## src/rtl/uart_tx_serializer.sv

```systemverilog
// UART transmitter, 8N1/8N2, LSB first, registered line output, valid/ready byte intake.
// Optional parity bit after D7 when UART_TX_PARITY_EN is defined (even, or odd via PARITY_ODD).
module uart_tx_serializer #(
  parameter int CLK_FREQ   = 50_000_000,
  parameter int BAUD_RATE  = 9600,
  parameter int STOP_BITS  = 1,
  parameter bit PARITY_ODD = 1'b0
) (
  input  logic       i_clk_sys,
  input  logic       i_rst,
  input  logic [7:0] i_tx_data,
  input  logic       i_tx_valid,
  output logic       o_tx_ready,
  output logic       o_tx,
  output logic       o_tx_busy,
  output logic       o_tx_done
);

  localparam int            BIT_CYCLES = CLK_FREQ / BAUD_RATE;
  localparam int            CW         = $clog2(BIT_CYCLES);
  localparam logic [CW-1:0] CNT_MAX    = CW'(BIT_CYCLES - 1);
  localparam logic [2:0]    LAST_STOP  = 3'(STOP_BITS - 1);

  typedef enum logic [2:0] {
    S_IDLE,
    S_START,
    S_DATA,
`ifdef UART_TX_PARITY_EN
    S_PARITY,
`endif
    S_STOP
  } state_t;

  state_t        state, state_n;
  logic [CW-1:0] cnt, cnt_n;
  logic [2:0]    idx, idx_n;
  logic [7:0]    sh, sh_n;
  logic          tx_q, tx_n;
  logic          done_q, done_n;
  logic          bit_end;

`ifdef UART_TX_PARITY_EN
  logic par_q, par_n;

  always_ff @(posedge i_clk_sys or posedge i_rst) begin
    if (i_rst) par_q <= 1'b0;
    else       par_q <= par_n;
  end
`else
  logic unused_parity_odd;
  assign unused_parity_odd = PARITY_ODD;
`endif

  always_ff @(posedge i_clk_sys or posedge i_rst) begin
    if (i_rst) begin
      state  <= S_IDLE;
      cnt    <= '0;
      idx    <= '0;
      sh     <= '0;
      tx_q   <= 1'b1;
      done_q <= 1'b0;
    end else begin
      state  <= state_n;
      cnt    <= cnt_n;
      idx    <= idx_n;
      sh     <= sh_n;
      tx_q   <= tx_n;
      done_q <= done_n;
    end
  end

  assign bit_end = (cnt == CNT_MAX);

  // tx_n is the line level for the next cycle, so o_tx leads straight from a flop.
  always_comb begin
    state_n = state;
    cnt_n   = cnt;
    idx_n   = idx;
    sh_n    = sh;
    tx_n    = tx_q;
    done_n  = 1'b0;
`ifdef UART_TX_PARITY_EN
    par_n   = par_q;
`endif
    if (state != S_IDLE) begin
      cnt_n = bit_end ? '0 : cnt + CW'(1);
    end
    case (state)
      S_IDLE: begin
        tx_n = 1'b1;
        if (i_tx_valid) begin
          state_n = S_START;
          sh_n    = i_tx_data;
          cnt_n   = '0;
          idx_n   = '0;
          tx_n    = 1'b0;
`ifdef UART_TX_PARITY_EN
          par_n   = PARITY_ODD ? ~^i_tx_data : ^i_tx_data;
`endif
        end
      end
      S_START: begin
        if (bit_end) begin
          state_n = S_DATA;
          tx_n    = sh[0];
        end
      end
      S_DATA: begin
        if (bit_end) begin
          if (idx == 3'd7) begin
            idx_n = '0;
`ifdef UART_TX_PARITY_EN
            state_n = S_PARITY;
            tx_n    = par_q;
`else
            state_n = S_STOP;
            tx_n    = 1'b1;
`endif
          end else begin
            idx_n = idx + 3'd1;
            sh_n  = {1'b0, sh[7:1]};
            tx_n  = sh[1];
          end
        end
      end
`ifdef UART_TX_PARITY_EN
      S_PARITY: begin
        if (bit_end) begin
          state_n = S_STOP;
          tx_n    = 1'b1;
        end
      end
`endif
      S_STOP: begin
        tx_n = 1'b1;
        if (bit_end) begin
          if (idx == LAST_STOP) begin
            state_n = S_IDLE;
            idx_n   = '0;
            done_n  = 1'b1;
          end else begin
            idx_n = idx + 3'd1;
          end
        end
      end
      default: begin
        state_n = S_IDLE;
        tx_n    = 1'b1;
      end
    endcase
  end

  assign o_tx       = tx_q;
  assign o_tx_done  = done_q;
  assign o_tx_ready = (state == S_IDLE);
  assign o_tx_busy  = (state != S_IDLE);

endmodule

```

## config.mk

```make
export PLATFORM = sky130hd
export DESIGN_NAME = uart_tx_serializer
export DESIGN_NICKNAME = d
export VERILOG_FILES = /design/src/rtl/uart_tx_serializer.sv
export SDC_FILE = /design/constraint.sdc
export NUM_CORES = 1
export LEC_CHECK = 0
export CORE_UTILIZATION = 50
export DETAILED_ROUTE_END_ITERATION = 16
export PLACE_DENSITY = 0.82
export SYNTH_ARGS = -nofsm -noshare
export SYNTH_HDL_FRONTEND = slang
export SYNTH_SLANG_ARGS = --single-unit
```

## constraint.sdc

```tcl
create_clock -name i_clk_sys -period 1.8 [get_ports i_clk_sys]
set_input_delay 0.36 -clock i_clk_sys [delete_from_list [all_inputs] [get_ports i_clk_sys]]
set_output_delay 0.36 -clock i_clk_sys [all_outputs]
set_load 0.05 [all_outputs]
```

== After elaboration in Yosys (flattened, before gate mapping) ==
Index checks and enable logic that the tools add are counted.

* Register bits after elaboration: 29
* Word-level logic and storage cells: 58

* $add $sub $neg: 2
* Equal/unequal tests: 12
* Mux-type cells: 29
* Reductions and logical operators: 9

{| class="wikitable"
|+ Operator list
! kind !! number
|-
| $mux W13 || 4
|-
| $mux W3 || 11
|-
| $mux W8 || 3
|-
| $pmux W8 S2 || 1
|-
| $ne A2 B2 Y1 const B || 7
|-
| $add A13 B1 Y13 const B || 1
|-
| $eq A13 B13 Y1 const B || 1
|-
| $pmux W3 S4 || 1
|-
| $pmux W3 S3 || 1
|-
| $reduce_and A4 Y1 || 2
|-
| $mux W1 || 7
|-
| $eq A3 B2 Y1 const B || 2
|-
| $logic_not A3 Y1 || 2
|-
| $reduce_and A6 Y1 || 1
|-
| $reduce_bool A3 Y1 || 2
|-
| $add A3 B1 Y3 const B || 1
|-
| $eq A3 B1 Y1 const B || 1
|-
| $eq A3 B3 Y1 const B || 1
|-
| $pmux W1 S3 || 1
|-
| $reduce_and A2 Y1 || 1
|-
| $reduce_bool A2 Y1 || 1
|}

== Logic depth before layout (Yosys ltp) ==
Gate-level depths: netlist of run 1.

* Depth after elaboration: 5
* Gate-level depth with buffers: 7
* Gate-level depth less buffers: 6

== Worst setup path after synthesis of run 1 ==
Ideal clock, no wire load.

* Path kind: register to register
* Start point: register state[0]
* End point: register cnt[3]
* Arrival: 2.265 ns
* Path slack: -0.543 ns
* Cell stages (with the launch flop): 8
* Cell sequence: dfrtp_1 -> inv_1 -> ha_1 -> inv_1 -> nor2_1 -> clkbuf_1 -> a21oi_1 -> a21oi_1

* Elaborated cells between the ends (all ways): 5
* Classes of those cells: mux (3); reduce/logical (2)

{| class="wikitable"
|+ RTL lines
! item !! RTL line !! RTL
|-
| from (decl) || 34 || <nowiki>state_t state, state_n;</nowiki>
|-
| from (signal assigned) || 63 || <nowiki>state <= state_n;</nowiki>
|-
| $logic_not A3 Y1 || n/a ||
|-
| net o_tx_ready || 13 || <nowiki>output logic o_tx_ready,</nowiki>
|-
| $mux W13 || 88 || <nowiki>case (state)</nowiki>
|-
| net cnt_n[3] || 35 || <nowiki>logic [CW-1:0] cnt, cnt_n;</nowiki>
|-
| to (signal assigned) || 64 || <nowiki>cnt <= cnt_n;</nowiki>
|-
| to (decl) || 35 ||
|}

The timed path passes the listed nets, and every way through them passes these cells.
A chain may end at the register's enable or synchronous reset.

== Worst setup path after layout of run 1 ==
* Start point: register idx[0]
* End point: register sh[5]

* Cells in the longest elaborated chain, start to end: 3

{| class="wikitable"
|+ RTL lines
! item !! RTL line !! RTL
|-
| from (decl) || 36 || <nowiki>logic [2:0] idx, idx_n;</nowiki>
|-
| from (signal assigned) || 65 || <nowiki>idx <= idx_n;</nowiki>
|-
| $eq A3 B3 Y1 || 110 || <nowiki>if (idx == 3'd7) begin</nowiki>
|-
| $ne A2 B2 Y1 (no source line) || n/a ||
|-
| $reduce_and A4 Y1 (no source line) || n/a ||
|-
| to (signal assigned) || 66 || <nowiki>sh <= sh_n;</nowiki>
|-
| to (decl) || 37 || <nowiki>logic [7:0] sh, sh_n;</nowiki>
|}

No other way between the ends.

==> results of run 1 <==
-- worst register-to-register path: stages, from the launching register on --
cell and delay [ns]:
sky130_fd_sc_hd__dfrtp_1 0.43, sky130_fd_sc_hd__ha_1 0.21, sky130_fd_sc_hd__ha_1 0.21, sky130_fd_sc_hd__nor2b_2 0.16
sky130_fd_sc_hd__nand2_2 0.09, sky130_fd_sc_hd__o22ai_4 0.15, sky130_fd_sc_hd__buf_12 0.15, sky130_fd_sc_hd__mux2_2 0.33
-- Yosys cell counts (all sizes together) (3+ instances only) --
cell,number
a21oi,10
and3,3
buf,3
clkbuf,4
dfrtp,27
ha,9
inv,12
mux2,18
nand2,13
nand2b,5
nand3,11
nand4,4
nor2,4
nor3,4
o21ai,9
or3,4
-- cell type report --
| cell class | count | area share, % |
|---|---|---|
| clock buffer | 4 | 1.21 |
| inverter | 12 | 2.25 |
| multi-input combinational | 117 | 44.7 |
| sequential | 28 | 32.4 |
| tap | 44 | 2.54 |
| timing repair buffer | 40 | 16.9 |
-- layout by cell type, fill, tap and decap left out, drive strengths merged, types with 2 or more instances in the layout --
cell type,synthesis,final
nand4,4,4
nor3,4,4
buf,3,30
mux2,18,18
a22o,2,2
a21oi,10,10
nand2b,5,5
o21ai,9,9
clkdlybuf4s50,0,10
mux2i,2,2
ha,9,9
nor2b,2,2
and3,3,3
nand3,11,11
or3,4,4
inv,12,11
nand2,13,13
nor2,4,4
clkbuf,4,4
a21o,2,2
o22ai,2,2
dfrtp,27,27
-- state kept, by name, summed over array words and instances, names as in the netlist --
signal	count
sh	8
state	2
cnt	13
o_tx_done	1
idx	3
o_tx	1
-- worst paths after layout --
kind	from	endpoint	slack (ns)	depth (start not counted)
worst min register to register	sh[6]	sh[6]	0.53	1
worst min-delay path	i_rst	cnt[0]	0.37	3
max in group asynchronous	i_rst	o_tx	1.12	3
worst max-delay path	idx[0]	sh[5]	-0.02	7
worst max register to register	idx[0]	sh[5]	-0.02	7
min in group i_clk_sys	sh[6]	sh[6]	0.53	1
-- power groups by stage --
stage | registers, mW | clock network [mW] | logic [mW]
3_3_place_gp | 0.998 | 0 | 1.73
6_report | 1.02 | 0.267 | 2.20
2_1_floorplan | 1.03 | 0 | 1.27
5_1_grt | 1.05 | 0.306 | 2.38
4_1_cts | 1.02 | 0.282 | 1.88
3_5_place_dp | 1.03 | 0 | 1.82
-- metal layers --
metal | wire [µm] | share of wire, %
met5 | 0 | 0
met4 | 44 | 1.2
met3 | 96 | 2.7
met2 | 1870 | 52
met1 | 1610 | 44
-- metrics by stage --
step	TNS (ns)	setup WS [ns]	hold WS, ns	area (µm²)	power (mW)
final	-0.0951	-0.0237	0.373	2170	3.49
after global routing	-0.634	-0.0881	0.386	2170	3.73
after CTS	-0.211	-0.0289	0.369	2040	3.19
after detailed placement	-1.17	-0.146	0.502	1980	2.85
after global placement	-0.310	-0.0398	0.484	1980	2.73
after floorplan	-0.00351	-0.00351	0.425	1700	2.29
-- logic make-up after synthesis --
kind of cell	after synthesis	synth area share (%)
buf+inv	19	4.81
mux	20	13.4
simple gates	57	20.5
flops	28	42.1
compound gates	31	12.4
fa+ha+maj	9	6.76
-- what timing repair did --
| item | CTS | global route |
|---|---|---|
| gates resized for setup | 5 | 14 |
| setup buffers | 3 | 8 |
| setup endpoints to repair | 10 | 20 |
| pin swaps | 1 | 7 |
==> metrics, run 1 <==
total of max-cap violations 0; ys flop type sky130_fd_sc_hd__dfrtp_1; multi-input logic area 970 µm²; root cell of the clock tree sky130_fd_sc_hd__clkbuf_4; most frequent cell on the critical path sky130_fd_sc_hd__ha_1; final worst path period share 101%; violated checks negative setup slack; power share of the clock group approximately 7.6%; final weighted congestion in routability-driven placement between 0.8 and 0.9; number of endpoints failing setup at the final stage 5; number of hold-repair buffers added at the cts stage 0; minimum setup slack in the final design -0.0237 ns; number of nets at the end of the flow approximately 220; clock insertion delay at the later pin of the skew report around 0.32 ns; vias in the first global route 1351; synth top area cells sky130_fd_sc_hd__dfrtp_1 41%, sky130_fd_sc_hd__mux2_2 12%, sky130_fd_sc_hd__ha_1 6.8%; combined buffer and inverter count along the critical path 1; Max H-tree Level 1; register cell area after layout between 700 and 800 µm²; number of placement rows 20; worst setup skew after layout about 0.0035 ns; Layout fillers roughly 240; class of the worst hold path in -> async; library cell with the largest summed area after synthesis sky130_fd_sc_hd__dfrtp_1; TritonCTS clock tree built; Seq cells post-synth 28; busiest layer in global routing met2; per-instance average area after synthesis between 10 and 15 µm²; DR iter-0 viols a little over 50; proportion of synthesized chip area in sequential cells about 42%; total internal power around 2.1 mW; Worst path top cell family by delay flip-flops; die extent in x 59.7 µm; largest net degree at the start of global routing 29; GR Util met2 about 37%; Layout area overhead 30.4%; share of Yosys cell area claimed by the top area cell type around 41%; aggregate global-route resource usage between 20% and 30%; net switching fraction of the power 39.6%; layout cell share with drive strength beyond 1 between 30% and 40%; port buffer count 14; standby leakage power between 0.9 and 1 nW; estimated wirelength of the detail-placed design 2580 µm; Remaining DRCs 0; number of clock sinks 28; sequential fraction of design power around 29%; post-synth net total about 180; post-route non-filler standard cell count ~250; leftover overflow at the end of global routing 0; Pre-Repair DR Iteration Count 4; height of the die ~60 µm; summed instance area of the synthesized netlist between 0.0015 and 0.002 mm²; first-pass GRT wire length between 5000 and 6000 µm; actual transition at the worst max-transition pin between 0.3 and 0.4 ns; number of vias per cell about 5.5; data required time of the worst path 2.03 ns; total via count after detailed routing 1356; critical path endpoint category flip-flop; count of warnings emitted by yosys 0; count of flip-flops with a built-in enable after synthesis 0; slowest cell delay on critical path between 0.4 and 0.5 ns; Synth async-reset ratio between 90% and 100%; Final Slew Violations 0; Initial Util a little over half; ordered cell list for the critical path ha_1 -> ha_1 -> nor2b_2 -> nand2_2 -> o22ai_4 -> buf_12 -> mux2_2; power density relative to cell area roughly 1600 mW/mm²; worst setup path category reg -> reg; Total Wirelength between 3000 and 4000 µm; highest ir drop seen on vdd between 0.6 and 0.7 mV; run status complete, but fails checks; instance count after placement with tap cells included 230; peak fanout along the critical path 8; routed wirelength normalized by instance count around 15 µm; GR met1 Demand/Resource ~28%; normalized max-slew margin around three quarters; CTS clk-pin slew, worst paths between 0.1 and 0.15 ns; number of antenna diodes 0; Final Hold Viols 0; number of antenna violations at the first check in global routing 0; clk buf depth 2; post-detailed-route count of antenna-violating nets 0; area of the core around 0.0031 mm²; Psw approximately 1.4 mW; number of ports placed on the die boundary 15; Synth Instances about 160; number of clock buffers inserted by TritonCTS 3; setup repair after global routing missed its margin yes; Max Clock Freq between 0.5 and 0.6 GHz; minimum clock period after layout between 1.5 and 2 ns; final core area utilization between 60% and 70%; Worst EP arrival just over 2 ns; Die ar. about 0.0036 mm²; critical path's slowest cell sky130_fd_sc_hd__dfrtp_1; met3 GRT Util under 10%; startpoint class of the critical path flip-flop; Yosys cell types 39; combinational share of power between 60% and 70%
No activity file was read; power rests on OpenSTA's default activity.
==> inputs of run 2 (changes only) <==
Settings changed: SETUP_SLACK_MARGIN from default to 0.2.
==> metrics, run 2 (same netlist as run 1, synthesis figures left out) <==
height of the die 59.7 µm (unchanged); Remaining DRCs 0 (unchanged); setup repair after global routing missed its margin yes; die extent in x 59.7 µm (unchanged); Final Slew Violations 0 (unchanged); GR met1 Demand/Resource 34.0% (+5.9 points); GR Util met2 46.3% (+9.2 points); most common library cell in the layout ignoring fill and taps sky130_fd_sc_hd__buf_4; Layout fillers 189 (-20%); Max H-tree Level 1 (unchanged); minimum clock period after layout 1.83 ns (+0.00163 ns); most frequent cell on the critical path sky130_fd_sc_hd__buf_6; clock insertion delay at the later pin of the skew report 0.34 ns (+0.02 ns); total of max-cap violations 0 (unchanged); Worst EP arrival 2.09 ns (+0.04 ns); highest ir drop seen on vdd 0.797 mV (+20%); standby leakage power 1.06 nW (+11%); actual transition at the worst max-transition pin 0.367 ns (+0.00473 ns); final weighted congestion in routability-driven placement 0.845 (-2.0%); root cell of the clock tree sky130_fd_sc_hd__clkbuf_4; top register by number of flip-flops cnt; total power draw 4.14 mW (+19%); leftover overflow at the end of global routing 0 (unchanged); number of vias per cell 6.18 (+12%); number of placement rows 20 (unchanged); DR iter-0 viols 175 (+240%); vias in the first global route 1516 (+12%); port buffer count 14 (unchanged); number of antenna diodes 0 (unchanged); data required time of the worst path 2.07 ns (+0.04 ns); met3 GRT Util 4.55% (+1.7 points); layout cell share with drive strength beyond 1 49.8% (+12 points); number of hold-repair buffers added at the cts stage 0 (unchanged); post-route non-filler standard cell count 255 (+4.1%); Max Clock Freq 0.548 GHz (about the same); post-detailed-route count of antenna-violating nets 0 (unchanged); max FFs per register 13 (unchanged); Total Wirelength 5100 µm (+41%); number of nets at the end of the flow 232 (+4.5%); slowest cell delay on critical path 0.51 ns (+0.08 ns); Pre-Repair DR Iteration Count 5 (+1); routed wirelength normalized by instance count 20.0 µm (+36%); final worst path period share 101% (about the same); normalized max-slew margin 75.5% (-0.21 points); Die ar. 0.00357 mm² (unchanged); first-pass GRT wire length 7180 µm (+23%); Final Hold Viols 0 (unchanged); worst setup skew after layout 0.00399 ns (+0.000471 ns); combined buffer and inverter count along the critical path 4 (+3); registers with the most flip-flops cnt: 13 flops, sh: 8 flops, idx: 3 flops; area of the core 0.00310 mm² (unchanged); most used cells in the layout excluding fill and tap cells 32 x sky130_fd_sc_hd__buf_4, 25 x sky130_fd_sc_hd__dfrtp_1, 10 x sky130_fd_sc_hd__nand2_1, 10 x sky130_fd_sc_hd__mux2_4, 10 x sky130_fd_sc_hd__clkdlybuf4s50_1; class of the worst hold path in -> async; number of clock buffers inserted by TritonCTS 3 (unchanged); instance count after placement with tap cells included 231 (+0.43%); worst setup path category reg -> reg; Worst path top cell family by delay buffers and inverters; number of antenna violations at the first check in global routing 0 (unchanged); busiest layer in global routing met2; Initial Util 53.7% (unchanged); total via count after detailed routing 1576 (+16%); ordered cell list for the critical path inv_4 -> ha_4 -> clkinvlp_4 -> buf_6 -> nor2_4 -> buf_6 -> a21oi_2 -> o21ai_1; peak fanout along the critical path 7 (-1); largest net degree at the start of global routing 29 (unchanged); power density relative to cell area 1720 mW/mm² (+7.2%); number of ports placed on the die boundary 15 (unchanged); Layout area overhead 44.3%; violated checks negative setup slack; TritonCTS clock tree built; clk buf depth 2 (unchanged); critical path's slowest cell sky130_fd_sc_hd__dfrtp_2; Sum Neg Setup Slack -0.0785 ns (+0.0166 ns); minimum setup slack in the final design -0.0253 ns (-0.00163 ns); estimated wirelength of the detail-placed design 2570 µm (-0.31%); startpoint class of the critical path flip-flop; number of endpoints failing setup at the final stage 4 (-1); number of clock sinks 28 (unchanged); run status complete, but fails checks; critical path endpoint category flip-flop; aggregate global-route resource usage 27.4% (+5.3 points); CTS clk-pin slew, worst paths 0.16 ns (+0.02 ns)
==> run 2: cell types whose count changed in the layout (fill, tap and decap cells not counted), moves of 3 or more <==
| cell | previous run | this run |
|---|---|---|
| sky130_fd_sc_hd__mux2_4 | 5 | 10 |
| sky130_fd_sc_hd__buf_6 | 1 | 5 |
| sky130_fd_sc_hd__o21ai_1 | 1 | 4 |
| sky130_fd_sc_hd__a21oi_2 | 0 | 6 |
| sky130_fd_sc_hd__buf_4 | 26 | 32 |
| sky130_fd_sc_hd__a21oi_1 | 10 | 4 |
| sky130_fd_sc_hd__o21ai_0 | 8 | 3 |
| sky130_fd_sc_hd__mux2_2 | 13 | 8 |
==> run 2: worst reg2reg max path, cell delays in order, from the launching register on <==
cell and delay, ns:
sky130_fd_sc_hd__dfrtp_2 0.51, sky130_fd_sc_hd__inv_4 0.11, sky130_fd_sc_hd__ha_4 0.19, sky130_fd_sc_hd__clkinvlp_4 0.14, sky130_fd_sc_hd__buf_6 0.14, sky130_fd_sc_hd__nor2_4 0.24, sky130_fd_sc_hd__buf_6 0.20, sky130_fd_sc_hd__a21oi_2 0.04
sky130_fd_sc_hd__o21ai_1 0.18
==> run 2: worst paths after layout <==
path,cells past startpoint,from,end,slack (ns)
max,8,state[1],cnt[7],-0.03
min,3,i_rst,sh[7],0.36
max reg2reg,8,state[1],cnt[7],-0.03
min reg2reg,1,sh[2],sh[2],0.53
max in group asynchronous,3,i_rst,o_tx,1.14
min in group i_clk_sys,1,sh[2],sh[2],0.53
==> run 2: cell type report <==
| cell class | instances | area (µm²) | share of cell area (%) |
|---|---|---|---|
| clock buffers | 4 | 36.3 | 1.51 |
| inverters | 12 | 53.8 | 2.24 |
| multi-input cells | 117 | 1100 | 45.6 |
| flip-flops and latches | 28 | 704 | 29.3 |
| well taps | 44 | 55.1 | 2.29 |
| repair buffers | 50 | 457 | 19.0 |
==> run 2: metrics by stage <==
stage | setup WS [ns] | utilization [%] | hold slack [ns] | cell area [µm²]
3_3_place_gp | -0.0394 | 64.1 | 0.485 | 1990
3_5_place_dp | -0.103 | 64.1 | 0.498 | 1990
6_report | -0.0253 | 77.4 | 0.356 | 2400
4_1_cts | 0.0351 | 71.3 | 0.381 | 2210
2_1_floorplan | -0.00295 | - | 0.425 | 1710
5_1_grt | -0.326 | 77.4 | 0.373 | 2400
==> run 2: layer usage <==
metal / vias up / routed length [µm]
li1: 678 / -
met1: 755 / 2020
met2: 110 / 2440
met3: 33 / 380
met4: 0 / 261
met5: - / 0
==> run 2: power breakdown <==
| part | switching [mW] | total [mW] | internal, mW |
|---|---|---|---|
| Sequential | 0.214 | 1.07 | 0.852 |
| Clock | 0.198 | 0.322 | 0.124 |
| Combinational | 1.31 | 2.76 | 1.44 |
| Total | 1.72 | 4.14 | 2.42 |
==> run 2: timing repair <==
item	4_1_cts	5_1_grt
resized for setup	21	38
gates cloned	1	0
setup endpoints to repair	28	29
pin swaps	7	16
setup buffers	11	8
==> inputs of run 3 (changes only) <==
Settings changed: CORE_UTILIZATION 50 to 51, PLACE_DENSITY 0.82 to 0.83.
==> metrics, run 3 (same netlist as run 1, synthesis figures left out) <==
Initial Util 54.1% (+0.44 points); met3 wirelength from detailed routing 441 µm (+16%); register cell area after layout 706 µm² (+0.18%); Remaining DRCs 0 (unchanged); normalized max-slew margin 75.1% (-0.45 points); number of antenna diodes 0 (unchanged); number of ports placed on the die boundary 15 (unchanged); number of vias per cell 6.12 (-0.90%); met2 wirelength from detailed routing 2910 µm (+19%); R2R depth 7 (-1); Pre-Repair DR Iteration Count 4 (-1); most common library cell in the layout ignoring fill and taps sky130_fd_sc_hd__buf_4; most used cells in the layout excluding fill and tap cells 39 x sky130_fd_sc_hd__buf_4, 24 x sky130_fd_sc_hd__dfrtp_1, 11 x sky130_fd_sc_hd__nand2_1; height of the die 59.1 µm (-0.95%); post-detailed-route count of antenna-violating nets 0 (unchanged); Layout area overhead 53.6%; number of nets at the end of the flow 242 (+4.3%); DR iter-0 viols 123 (-30%); clk buf depth 2 (unchanged); instance count after placement with tap cells included 231 (unchanged); worst setup path category reg -> reg; total power draw 4.52 mW (+9.2%); Die ar. 0.00350 mm² (-1.9%); Final Slew Violations 0 (unchanged); Max Clock Freq 0.545 GHz (-0.55%); number of hold-repair buffers added at the cts stage 0 (unchanged); Hold Slack 0.342 ns (-0.0139 ns); highest ir drop seen on vdd 0.948 mV (+19%); Worst path top cell family by delay flip-flops; Layout fillers 158 (-16%); aggregate global-route resource usage 33.9% (+6.5 points); die extent in x 59.1 µm (-0.95%); area of the core 0.00308 mm² (-0.81%); routed wirelength normalized by instance count 21.7 µm (+8.7%); Setup Slack @ Placement -0.0924 ns (+0.0106 ns); minimum clock period after layout 1.84 ns (+0.0101 ns); startpoint class of the critical path flip-flop; combined buffer and inverter count along the critical path 3 (-1); number of antenna violations at the first check in global routing 0 (unchanged); TritonCTS clock tree built; Max H-tree Level 1 (unchanged); post-route non-filler standard cell count 265 (+3.9%); total of max-cap violations 0 (unchanged); register-to-register setup slack -0.04 ns (about the same); Final Hold Viols 0 (unchanged); setup repair after global routing missed its margin yes; ordered cell list for the critical path inv_2 -> ha_4 -> clkinvlp_4 -> buf_4 -> nor2_4 -> a211oi_4 -> mux2_4; registers with the most flip-flops cnt: 13 flops, sh: 8 flops, idx: 3 flops; total via count after detailed routing 1623 (+3.0%); leftover overflow at the end of global routing 0 (unchanged); run status complete, but fails checks; slowest cell delay on critical path 0.49 ns (-0.02 ns); largest net degree at the start of global routing 29 (unchanged); clock insertion delay at the later pin of the skew report 0.35 ns (about the same); number of endpoints failing setup at the final stage 5 (+1); first-pass GRT wire length 8650 µm (+20%); violated checks negative setup slack; endpoint of the worst register-to-register path state[1]; port buffer count 14 (unchanged); number of clock buffers inserted by TritonCTS 3 (unchanged); power density relative to cell area 1770 mW/mm² (+2.5%); data required time of the worst path 2.05 ns (-0.02 ns); Total Wirelength 5760 µm (+13%); final weighted congestion in routability-driven placement 0.888 (+5.1%); peak fanout along the critical path 5 (-2); minimum setup slack in the final design -0.0355 ns (-0.0101 ns); class of the worst hold path in -> async; Max Used Layer met4; Worst EP arrival 2.08 ns (about the same); CTS clk-pin slew, worst paths 0.17 ns (about the same); start of the worst register-to-register path state[1]; max FFs per register 13 (unchanged); critical path endpoint category flip-flop; number of placement rows 20 (unchanged); estimated wirelength of the detail-placed design 2670 µm (+3.7%); actual transition at the worst max-transition pin 0.370 ns (+0.00285 ns); vias in the first global route 1645 (+8.5%); top register by number of flip-flops cnt; routed metal-1 wire length 2200 µm (+8.8%); number of clock sinks 28 (unchanged); root cell of the clock tree sky130_fd_sc_hd__clkbuf_4; standby leakage power 1.12 nW (+5.7%); worst setup skew after layout 0.0102 ns (+0.00619 ns); layout cell share with drive strength beyond 1 53.4% (+3.6 points); final worst path period share 102% (+0.56 points); critical path's slowest cell sky130_fd_sc_hd__dfrtp_2; multi-input logic area 0.00113 mm² (+3.4%); Sum Neg Setup Slack -0.0744 ns (+0.00410 ns)
## run 3: final cells by class
cell class | instances | share of cell area [%]
Sequential cell | 28 | 27.6
Timing Repair Buffer | 60 | 22.0
Multi-Input combinational cell | 117 | 44.3
Inverter | 12 | 1.91
Clock inverter | 1 | 1.17
Tap cell | 44 | 2.15
Clock buffer | 3 | 0.880
## run 3: through the flow
stage                     instance area (µm²)  utilization, %
after detailed placement                 1990            64.6
after floorplan                          1710               -
after global placement                   1990            64.6
after CTS                                2410            78.3
final                                    2560            83.1
after global routing                     2560            83.1
## run 3: repair_timing
| item | CTS | global route |
|---|---|---|
| setup endpoints to repair | 28 | 30 |
| buffers inserted | 17 | 11 |
| resized for setup | 52 | 16 |
| pin swaps | 14 | 10 |
| cloned | 2 | 0 |
## run 3: how the worst max path moves through the flow
stage / from / endpoint / slack [ns] / cells after the start
final: state[1] / state[1] / -0.04 / 7
after global routing: state[0] / cnt[11] / -0.08 / 8
after CTS: state[1] / state[1] / 0.03 / 5
after detailed placement: i_tx_valid / sh[6] / -0.09 / 5
after global placement: i_tx_valid / sh[4] / -0.04 / 5
after floorplan: state[1] / state[1] / -0.003 / 6
## run 3: metal layers
metal / global-route usage (%) / vias up
met3: 5.46 / 27
met4: 15.0 / 0
met1: 43.6 / 787
li1: - / 702
met5: 0 / -
met2: 56.3 / 107
## run 3: power by group
group | total (mW) | leakage, nW | switching (mW) | internal [mW]
combinational | 3.04 | 0.738 | 1.45 | 1.59
clock | 0.436 | 0.0279 | 0.211 | 0.226
sequential | 1.04 | 0.355 | 0.193 | 0.852
total | 4.52 | 1.12 | 1.86 | 2.67
## run 3: tightest hold or removal path, delay by kind of cell
| family | cells | cell delay (ns) |
|---|---|---|
| buffers and inverters | 3 | 0.77 |
